## src/rtl/playback_sample_stepper.sv

```systemverilog
// playback_sample_stepper
//   Turns the DAC's per-sample tick into SRAM read addresses and output
//   samples. Playback runs at normal speed, fast speed (skip N-1 samples per
//   tick) or slow speed (each sample held for N ticks). Mode and N are latched
//   when start is accepted.
//
//   Optional feature macro: PLAYBACK_INTERP_EN
//     defined   - slow mode fetches the next sample too, and outputs a linear
//                 interpolation between the two across the N ticks
//     undefined - slow mode holds the fetched sample for N ticks
//
// Ports
//   clk50, rst_n           clock, asynchronous active-low reset
//   sample_tick            DAC wants the next sample (1-cycle strobe)
//   start / stop / pause   playback control (start/stop strobes, pause level)
//   is_normal, is_fast     speed select, is_normal has priority
//   ratio                  speed factor N = ratio + 1
//   end_addr               last valid sample address (inclusive)
//   rd_req/rd_addr         SRAM read request, address held while requesting
//   rd_ack/rd_data         read completion, data valid with ack
//   sample_out/valid       output sample and its 1-cycle update pulse
//   playing, done          playback active level, end-of-playback pulse
//   underrun               sticky: a tick arrived while a read was in flight
module playback_sample_stepper #(
    parameter int AW = 20,
    parameter int DW = 16
) (
    input  logic          clk50,
    input  logic          rst_n,
    input  logic          sample_tick,
    input  logic          start,
    input  logic          stop,
    input  logic          pause,
    input  logic          is_normal,
    input  logic          is_fast,
    input  logic [2:0]    ratio,
    input  logic [AW-1:0] end_addr,
    output logic          rd_req,
    output logic [AW-1:0] rd_addr,
    input  logic          rd_ack,
    input  logic [DW-1:0] rd_data,
    output logic [DW-1:0] sample_out,
    output logic          sample_valid,
    output logic          playing,
    output logic          done,
    output logic          underrun
);

`ifdef PLAYBACK_INTERP_EN
    localparam bit INTERP = 1'b1;
`else
    localparam bit INTERP = 1'b0;
`endif

    typedef enum logic [1:0] {IDLE, FETCH_A, FETCH_B, WAIT_TICK} state_t;
    typedef enum logic [1:0] {M_NORMAL, M_FAST, M_SLOW} mode_t;

    state_t state, state_nx;
    mode_t  mode;

    logic [2:0]           nm1;       // latched ratio (N-1)
    logic [2:0]           phase;
    logic [AW-1:0]        addr;
    logic signed [DW-1:0] samp_a;
    logic signed [DW-1:0] samp_nx;
    logic                 b_gap;     // one idle request cycle between the A and B reads
    logic                 fin;       // last sample emitted, done pulse follows next cycle
    logic [3:0]           n_val;
    logic [AW:0]          step_sum;  // one bit wider so the end check cannot wrap
    logic                 over;
    logic                 last_b;
    logic                 tick_go;
    logic                 adv;

    // ---------------- state register ----------------
    always_ff @(posedge clk50 or negedge rst_n) begin
        if (!rst_n) state <= IDLE;
        else        state <= state_nx;
    end

    // ---------------- next state / read port ----------------
    always_comb begin
        state_nx = state;
        rd_req   = 1'b0;
        rd_addr  = addr;
        tick_go  = 1'b0;
        adv      = 1'b0;
        n_val    = {1'b0, nm1} + 4'd1;
        if (mode == M_FAST) step_sum = {1'b0, addr} + {{(AW-3){1'b0}}, n_val};
        else                step_sum = {1'b0, addr} + {{AW{1'b0}}, 1'b1};
        over     = step_sum > {1'b0, end_addr};
        last_b   = (addr == end_addr);

        case (state)
            IDLE: begin
                if (start) state_nx = FETCH_A;
            end
            FETCH_A: begin
                rd_req = 1'b1;
                if (rd_ack) state_nx = (INTERP && mode == M_SLOW) ? FETCH_B : WAIT_TICK;
            end
            FETCH_B: begin
                rd_addr = addr + AW'(1);
                // At the final address there is no successor to read.
                if (last_b) state_nx = WAIT_TICK;
                else begin
                    rd_req = !b_gap;
                    if (rd_ack && !b_gap) state_nx = WAIT_TICK;
                end
            end
            WAIT_TICK: begin
                if (fin) state_nx = IDLE;
                else if (sample_tick && !pause) begin
                    tick_go = 1'b1;
                    adv     = (mode != M_SLOW) || (phase == nm1);
                    if (adv && !over) state_nx = FETCH_A;
                end
            end
            default: state_nx = IDLE;
        endcase

        if (stop) state_nx = IDLE;
    end

    // ---------------- output sample selection ----------------
`ifdef PLAYBACK_INTERP_EN
    localparam int PW = DW + 17;
    localparam logic signed [PW-1:0] SMAX = {{(PW-DW+1){1'b0}}, {(DW-1){1'b1}}};
    localparam logic signed [PW-1:0] SMIN = {{(PW-DW+1){1'b1}}, {(DW-1){1'b0}}};

    logic signed [DW-1:0] samp_b;
    logic signed [DW:0]   diff;
    logic signed [PW-1:0] prod;
    logic signed [PW-1:0] interp;
    logic [12:0]          recip;

    always_comb begin
        // round(4096/N)
        recip = 13'd4096;
        case (nm1)
            3'd0: recip = 13'd4096;
            3'd1: recip = 13'd2048;
            3'd2: recip = 13'd1365;
            3'd3: recip = 13'd1024;
            3'd4: recip = 13'd819;
            3'd5: recip = 13'd683;
            3'd6: recip = 13'd585;
            3'd7: recip = 13'd512;
            default: recip = 13'd4096;
        endcase
        diff   = {samp_b[DW-1], samp_b} - {samp_a[DW-1], samp_a};
        prod   = PW'(diff) * PW'($signed({1'b0, phase})) * PW'($signed({1'b0, recip}));
        interp = PW'(samp_a) + (prod >>> 12);
        samp_nx = samp_a;
        if (mode == M_SLOW) begin
            if (interp > SMAX)      samp_nx = SMAX[DW-1:0];
            else if (interp < SMIN) samp_nx = SMIN[DW-1:0];
            else                    samp_nx = interp[DW-1:0];
        end
    end
`else
    assign samp_nx = samp_a;
`endif

    // ---------------- datapath / status registers ----------------
    always_ff @(posedge clk50 or negedge rst_n) begin
        if (!rst_n) begin
            mode         <= M_NORMAL;
            nm1          <= 3'd0;
            phase        <= 3'd0;
            addr         <= '0;
            samp_a       <= '0;
`ifdef PLAYBACK_INTERP_EN
            samp_b       <= '0;
`endif
            b_gap        <= 1'b0;
            fin          <= 1'b0;
            sample_out   <= '0;
            sample_valid <= 1'b0;
            playing      <= 1'b0;
            done         <= 1'b0;
            underrun     <= 1'b0;
        end else begin
            sample_valid <= 1'b0;
            done         <= 1'b0;
            b_gap        <= (state == FETCH_A) && rd_ack;
            if (stop) begin
                playing <= 1'b0;
                fin     <= 1'b0;
                b_gap   <= 1'b0;
            end else begin
                case (state)
                    IDLE: begin
                        if (start) begin
                            addr     <= '0;
                            phase    <= 3'd0;
                            underrun <= 1'b0;
                            playing  <= 1'b1;
                            nm1      <= ratio;
                            if (is_normal)    mode <= M_NORMAL;
                            else if (is_fast) mode <= M_FAST;
                            else              mode <= M_SLOW;
                        end
                    end
                    FETCH_A: begin
                        if (sample_tick && !pause) underrun <= 1'b1;
                        if (rd_ack) samp_a <= rd_data;
                    end
                    FETCH_B: begin
                        if (sample_tick && !pause) underrun <= 1'b1;
`ifdef PLAYBACK_INTERP_EN
                        if (last_b)                samp_b <= samp_a;
                        else if (rd_ack && !b_gap) samp_b <= rd_data;
`endif
                    end
                    WAIT_TICK: begin
                        if (fin) begin
                            done    <= 1'b1;
                            playing <= 1'b0;
                            fin     <= 1'b0;
                        end else if (tick_go) begin
                            sample_out   <= samp_nx;
                            sample_valid <= 1'b1;
                            if (adv) begin
                                phase <= 3'd0;
                                if (over) fin  <= 1'b1;
                                else      addr <= step_sum[AW-1:0];
                            end else begin
                                phase <= phase + 3'd1;
                            end
                        end
                    end
                    default: ;
                endcase
            end
        end
    end

endmodule

```

## config.mk

```make
export PLATFORM = sky130hd
export DESIGN_NAME = playback_sample_stepper
export DESIGN_NICKNAME = d
export VERILOG_FILES = /design/src/rtl/playback_sample_stepper.sv
export SDC_FILE = /design/constraint.sdc
export NUM_CORES = 1
export LEC_CHECK = 0
export CORE_ASPECT_RATIO = 1.75
export CORE_MARGIN = 3
export CORE_UTILIZATION = 53
export DETAILED_ROUTE_END_ITERATION = 10
export PLACE_DENSITY = 0.82
export SLEW_MARGIN = 20
export SYNTH_ARGS = -nofsm -noshare
export SYNTH_HDL_FRONTEND = slang
export SYNTH_SLANG_ARGS = --single-unit
```

## constraint.sdc

```tcl
create_clock -name clk50 -period 4.65 [get_ports clk50]
set_input_delay 0.93 -clock clk50 [delete_from_list [all_inputs] [get_ports clk50]]
set_output_delay 0.93 -clock clk50 [all_outputs]
set_load 0.005 [all_outputs]
```

* Yosys cells after proc, flatten, opt, wreduce, memory -nomap -nowiden
Index checks and enable logic that the tools add are counted.
Storage, ports and cells: flip-flop bits (word level) 68, latch bits 0, RAM bits 0, bits in read-only memories 0, input port bits 48, output and inout bits 41, logic and storage cells 115, memories kept 0
Operators by class: add/sub/neg operators 5, $mul 0, div/mod/pow operators 0, magnitude comparators 1, eq/ne operators 19, shifts and indexed selects 0, multiplexer cells 53, bitwise logic cells 2, reductions and logical operators 22
Operators by type and width (number):
- $mux W20 | 6
- $pmux W20 S2 | 1
- $mux W1 | 26
- $add A20 B1 Y21 const B | 1
- $add A20 B4 Y21 | 1
- $gt A21 B20 Y1 | 1
- $mux W21 | 1
- $add A20 B1 Y20 const B | 1
- $eq A20 B20 Y1 | 1
- $mux W2 | 10
- $mux W3 | 4
- $ne A2 B2 Y1 const B | 6
- $ne A4 B4 Y1 const B | 3
- $reduce_and A5 Y1 | 2
- $ne A3 B3 Y1 const B | 3
- $reduce_and A3 Y1 | 3
- $pmux W2 S4 | 1
- $reduce_and A4 Y1 | 2
- $reduce_and A7 Y1 | 1
- $pmux W1 S2 | 3
- $pmux W3 S2 | 1
- $reduce_bool A2 Y1 | 3
- $add A3 B1 Y4 const B | 1
- $eq A2 B1 Y1 const B | 2
- other kinds (11) | 18

* Logic depth before layout (Yosys ltp)
Gate-level depths: netlist (run 1).
depth in word-level cells 11, depth in mapped cells 17, mapped depth without buffers 15

* Least setup slack after synthesis (run 1)
Ideal clock, no wire load.
path kind reg-to-reg, start reg addr[0], end reg addr[2], library setup time 0.121 ns, data arrival time 3.603 ns, required time 4.529 ns, path slack 0.926 ns, cell stages (with the launch flop) 17, path buffers 1, clock period less this slack 3.724 ns, cell sequence dfrtp_1 -> inv_1 -> ha_1 -> fa_1 -> nand2b_1 -> nand3_1 -> nand4_1 -> and2_1 -> or2_2 -> ha_1 -> nand4_1 -> nor3_1 -> a311o_1 -> o211a_1 -> o21a_1 -> buf_2 -> a22o_1
On the way: longest elaborated chain between the ends 7, elaborated cells between the ends (all ways) 11, those cells by class add/sub: 2; order compare: 1; eq/ne: 1; mux: 6; reduce/logical: 1
RTL lines:
- from (decl) | RTL line 63 | logic [AW-1:0] addr;
- from (signal assigned) | RTL line 227 | else addr <= step_sum[AW-1:0];
- $add A20 B1 Y21 or $add A20 B4 Y21 (tied branches) | RTL line 90, 89
- $mux W21 (*) | RTL line 89 | if (mode == M_FAST) step_sum = {1'b0, addr} + {{(AW-3){1'b0}}, n_val};
- parallel branches: the longest is 5 deep, another holds $gt A21 B20 Y1
Every way passes the cells marked *. The select of a mux whose other input is x is not followed. A chain may end at the register's enable or synchronous reset.

* Final worst setup path (run 1)
start reg addr[0], end reg addr[11]
The elaborated chain is that of the path after synthesis.

==> results of run 1 <==
## per-layer routing
layer | global-route usage, % | vias to the layer above | share of wire (%)
met3 | 6.19 | 65 | 5.6
met2 | 49.4 | 182 | 53
met5 | 0 | - | 0
met4 | 19.1 | 0 | 6.9
met1 | 26.3 | 1975 | 35
li1 | - | 1947 | -
## timing repair
| action | in CTS | in global routing |
|---|---|---|
| setup endpoints to repair | 0 | 3 |
| gates resized for setup | 0 | 0 |
| buffers inserted | 0 | 1 |
| hold buffers | 0 | 0 |
## area by class of cell
class	count	area share, %
Tap cell	115	2.44
Sequential cell	68	28.8
Clock inverter	7	1.29
Inverter	39	2.48
Clock buffer	9	3.81
Timing Repair Buffer	102	16.8
Multi-Input combinational cell	377	44.4
## sequential cells by signal (all words and copies together) (netlist names), 2 cells and up
signal / flops
addr: 20
samp_a: 16
sample_out: 16
nm1: 3
phase: 3
mode: 2
state: 2
## kinds of logic after synthesis
logic type | Yosys count | share of synthesized area (%)
flops | 68 | 37.0
simple gates | 188 | 20.0
mux | 20 | 4.90
compound gates | 82 | 12.8
xor+xnor | 56 | 10.7
buf+inv | 66 | 6.06
fa+ha+maj | 31 | 8.59
## power breakdown
group          internal, W  leakage [nW]  switching [W]
Clock             0.000418         0.147       0.000261
Sequential        0.000771         0.907       0.000116
Combinational     0.000437          1.75       0.000431
## synth_stat cells (all sizes together) (2+ instances only)
master   instances  area (µm²)
a211oi           2        15.0
a21oi           14        70.1
a221o            2        20.0
a22o            13         114
a31oi            2        12.5
and2             3        18.8
and3             5        31.3
and4             3        26.3
buf             13        78.8
clkbuf          14        53.8
dfrtp           68        1700
ha              30         375
inv             38         143
mux2            20         225
nand2           78         293
nand2b           8        52.6
nand3           15        75.1
nand4           12        75.1
nor2            27         109
nor2b            4        25.0
nor3            11        71.3
nor4             8        50.1
nor4b            2        17.5
o2111ai          4        35.0
o211ai           9        67.6
o21a             3        22.5
o21ai           14        70.1
o221ai           3        26.3
o22ai            3        18.8
o31ai            2        15.0
or2              6        37.5
or3              4        25.0
xnor2           27         236
xor2            29         254
## cells in the final DEF (no fill, tap or decap), types with 5 or more instances in the layout
cell type / n
clkdlybuf4s50_1: 87
a22o_1: 13
clkbuf_16: 9
nand2b_1: 7
a21oi_1: 14
nand4_1: 12
and3_1: 5
nor3_1: 9
o21ai_0: 14
dfrtp_1: 68
buf_4: 13
inv_1: 38
nor4_1: 8
o211ai_1: 9
or2_2: 6
nand3_1: 15
nor2_1: 26
xor2_1: 29
mux2_2: 20
nand2_1: 78
ha_1: 30
xnor2_1: 27
## worst reg2reg max path, delay by kind of cell (launching register included)
| family | cells | cell delay [ns] |
|---|---|---|
| AOI/OAI and AO/OA | 5 | 1.56 |
| adders and majority gates | 3 | 0.90 |
| DFF | 1 | 0.45 |
| and+or+nand+nor | 6 | 1.22 |
| buffers and inverters | 1 | 0.11 |
## worst paths after layout
path	startpoint	to	slack [ns]
max in group asynchronous	rst_n	addr[13]	3.31
min	samp_a[14]	samp_a[14]	0.47
max reg2reg	addr[0]	addr[11]	0.27
max	addr[0]	addr[11]	0.27
min in group asynchronous	rst_n	addr[8]	0.48
min reg2reg	samp_a[14]	samp_a[14]	0.47
## per-stage QoR
step           hold WS [ns]  area [µm²]  setup slack, ns  cells
3_3_place_gp          0.452        5580            0.449    699
2_1_floorplan         0.440        4600            0.926    511
5_1_grt               0.484        5910           0.0171    717
3_5_place_dp          0.461        5580            0.341    699
6_report              0.472        5910            0.274    717
4_1_cts               0.474        5880            0.280    715
==> results.json, run 1 <==
{
  "outcome": "finished, final reports clean",
  "setup_viol": 0,
  "overflow": 0,
  "crit_type": "flip-flop to flip-flop",
  "holdPathStages": 2,
  "clock_path_buffers": 2,
  "skew_ns": 0.00583,
  "place.gp.congestion": 0.961,
  "fp.dieW_um": 76.4,
  "path_common_cell": "ha_1",
  "drive_gt1_share_pct": 10.1,
  "cts_tree": "yes",
  "grt_start_max_net_pins": 45,
  "crit_buf_inv": 1,
  "max_freq_mhz": 229,
  "leakagePower_nw": 2.80,
  "cts.sinks": 68,
  "grt_pass1_vias": 4281,
  "post-route-period-util_pct": 94.1,
  "slew_headroom_pct": 48.1,
  "cts_inserted_buffers": 9,
  "slowest_stage": "o211ai_1",
  "total_power_w": 0.00243,
  "multi_input_area_um2": 2620,
  "grtUsageTotal_pct": 26.8,
  "grt_pass1_wl_um": 20700,
  "async_reset_ff_share_pct": 100,
  "wirelength_um": 12700,
  "die-area_um2": 9880,
  "cts-root-buf": "clkbuf_16",
  "utilization_pct": 70.6,
  "cp_slowest_stage_delay_ns": 0.46,
  "min_period_ns": 4.38,
  "p_per_area_nw_per_um2": 412,
  "crit_required_ns": 4.85,
  "max-cap-violations": 0,
  "synthCells": 511,
  "regArea_um2": 1700,
  "synth_warnings": 0,
  "worstPathCellList": "inv_1, ha_1, fa_1, nand2b_1, and3_1, nor3_1, nor2_1, or2_2, ha_1, a21oi_1, o21ai_0, a211o_1, o211ai_1, nand2_1, o311ai_0",
  "syn_avg_cell_area_um2": 9.00,
  "io_buffers": 88,
  "avgViaCountPerCell": 5.81,
  "routedWlPerCell_um": 17.8,
  "insertion_delay_ns": 0.33,
  "worst-path-stages": 15,
  "rows": 44,
  "hold_viol": 0,
  "cp.arrival_ns": 4.57,
  "holdCritPathClass": "flip-flop to flip-flop",
  "drv_slew": 0,
  "syn_area_um2": 4600,
  "core_area_um2": 8370,
  "syn_nets": 590,
  "area_growth_pct": 28.4,
  "dieHeight_um": 129,
  "initial_utilization_pct": 55.0,
  "cts_max_level": 3,
  "ys_ff_latch": 68,
  "startpoint_type": "flip-flop",
  "worstMarginPinSlew_ns": 0.773,
  "crit_path_max_fanout": 7,
  "rsz0062_at_grt": "no",
  "ys_types": 58,
  "rr_worst_depth": 15,
  "post-route-drc-count": 0,
  "ant_nets": 0,
  "cp_top_family": "compound AO/OA/AOI/OAI gates",
  "fin_nets": 676,
  "synth-edff-count": 0,
  "antennaDiodeCount": 0,
  "cp-end-kind": "flip-flop",
  "drt_iter0_markers": 268,
  "dr.pass1.iters": 5,
  "ys_seq_area_share_pct": 37.0,
  "peakVddDrop_mv": 0.345,
  "antenna_found_initial": 0,
  "ys.flop_type": "dfrtp_1",
  "hpwl_um": 10000,
  "vias": 4169,
  "fin_tns_setup_ns": 0,
  "fillers": 672,
  "ioPinCount": 89,
  "clkTransAtPathRegs_ns": 0.06
}
Note: power is estimated with default switching activity, not from simulation.
==> run 2, diff against run 1 <==
Settings changed: RECOVER_POWER from default to 100.
==> run 2 against run 1 <==
  * The flow now finishes with violations (capacitance limit, slew limit)
  * Fmax grew 0.13%
  * Register-to-register slack is essentially flat
  * First-iteration DRC count increased by 14%
  * Die area is the same
  * Via count decreased by 1.1%
  * Worst setup slack improved by 0.0059 ns
  * Flip-flop and latch count is the same
  * Non-clock buffer count unchanged
  * Sequential power about the same
  * Routed wire length is 0.23% higher
==> results.json, run 2 (synthesis gave the netlist of run 1 again) <==
{
  "r2r_slack_ns": 0.28,
  "drive_gt1_share_pct": 9.14,
  "fp.dieW_um": 76.4,
  "peakVddDrop_mv": 0.344,
  "crit_start": "addr[0]",
  "skew_ns": 0.00504,
  "overflow": 0,
  "cts_tree": "yes",
  "ant_nets": 0,
  "wirelength_um": 12800,
  "rr_worst_depth": 15,
  "worstMarginPinSlew_ns": 1.89,
  "core_area_um2": 8370,
  "cts_max_level": 3,
  "cp.arrival_ns": 4.59,
  "grt_pass1_wl_um": 20700,
  "clock_path_buffers": 2,
  "clkTransAtPathRegs_ns": 0.06,
  "max_freq_mhz": 229,
  "slew_headroom_pct": -25.7,
  "grtUsageTotal_pct": 26.8,
  "dr.pass1.iters": 4,
  "min_period_ns": 4.37,
  "dieHeight_um": 129,
  "antennaDiodeCount": 0,
  "p_per_area_nw_per_um2": 409,
  "crit_path_max_fanout": 14,
  "io_buffers": 88,
  "fin_tns_setup_ns": 0,
  "avgViaCountPerCell": 5.75,
  "r2r-start": "addr[0]",
  "cts_inserted_buffers": 9,
  "vias": 4124,
  "area_growth_pct": 27.5,
  "post-route-drc-count": 0,
  "die-area_um2": 9880,
  "top_register": "addr",
  "place_inst": 699,
  "outcome": "finished with violations",
  "hold_viol": 0,
  "cp-end-kind": "flip-flop",
  "insertion_delay_ns": 0.34,
  "startpoint_type": "flip-flop",
  "timing.rr.end": "addr[3]",
  "postCtsHoldBufs": 0,
  "place.gp.congestion": 0.961,
  "setup_viol": 0,
  "cts-root-buf": "clkbuf_16",
  "leakagePower_nw": 2.91,
  "rsz0062_at_grt": "no",
  "final_common_cell": "nand2_1",
  "routedWlPerCell_um": 17.8,
  "post-route-period-util_pct": 94.0,
  "total_power_w": 0.00240,
  "crit_type": "flip-flop to flip-flop",
  "fin_cells": 717,
  "initial_utilization_pct": 55.0,
  "rows": 44,
  "largest_register_ffs": 20,
  "fin_nets": 676,
  "cts.sinks": 68,
  "drv_slew": 35,
  "drt_iter0_markers": 306,
  "ioPinCount": 89,
  "fillers": 684,
  "holdCritPathClass": "flip-flop to flip-flop",
  "crit_required_ns": 4.87,
  "grt_start_max_net_pins": 45,
  "top_regs": "addr x20, samp_a x16, sample_out x16",
  "antenna_found_initial": 0,
  "hpwl_um": 10000,
  "cp-endpoint": "addr[3]",
  "most-common-layout-cells": "78 x nand2_1, 68 x dfrtp_1, 44 x clkdlybuf4s50_1, 43 x dlygate4sd3_1, 38 x inv_1",
  "violations": "capacitance limit, slew limit",
  "max-cap-violations": 1,
  "grt_pass1_vias": 4281
}
run 2: cell count changes in the layout (fill, tap and decap cells not counted), sizes merged:
cell	change
dlygate4sd3	+43
clkdlybuf4s50	-43
clkbuf	+6
buf	-6
run 2: worst max-delay path, stage by stage (launching register included):
cell	delay, ns
dfrtp_1	0.45
inv_1	0.11
ha_1	0.23
fa_1	0.38
nand2b_1	0.19
and3_1	0.22
nor3_1	0.19
nor2_1	0.08
or2_2	0.31
ha_1	0.29
a21oi_1	0.23
o21ai_0	0.16
a211o_1	0.33
o211a_1	0.26
o21a_1	0.39
a221o_1	0.42
run 2: timing repair:
item | CTS | global route
endpoints found under the setup margin | 0 | 3
resized for setup | 0 | 0
buffers inserted | 0 | 1
run 2: area by class of cell:
type	instances	area [µm²]	area share, %
inverters	39	146	2.50
well taps	115	144	2.45
multi-input cells	377	2610	44.5
clock buffers	9	225	3.84
clock inverters	7	76.3	1.30
flip-flops and latches	68	1700	29.0
repair buffers	102	965	16.4
run 2: stage by stage:
step                      hold WS (ns)  cell area [µm²]  utilization [%]  worst slack [ns]
after floorplan                  0.440             4600                -             0.926
final                            0.470             5870             70.1             0.280
after global placement           0.452             5580             66.7             0.449
after global routing             0.494             5870             70.1            0.0244
after CTS                        0.474             5880             70.3             0.280
after detailed placement         0.461             5580             66.7             0.341
run 2: worst min path at each step:
stage                           from          to  depth (start not counted)
final                     samp_a[14]  samp_a[14]                          2
after detailed placement  samp_a[14]  samp_a[14]                          2
after floorplan            samp_a[0]   samp_a[0]                          2
after global routing      samp_a[10]  samp_a[10]                          2
after CTS                 samp_a[14]  samp_a[14]                          2
after global placement    samp_a[14]  samp_a[14]                          2
run 2: per-layer routing:
metal,part of all wire [%],wire length [µm],global-route usage [%],up-vias
met3,5.7,730,6.19,54
li1,-,-,-,1947
met4,6.7,857,19.1,0
met1,35,4440,26.3,1965
met2,53,6740,49.4,158
met5,0,0,0,-
run 2: where the power goes:
group,switching (W),internal (W)
clock network,0.000263,0.000418
logic,0.000430,0.000403
registers,0.000113,0.000771
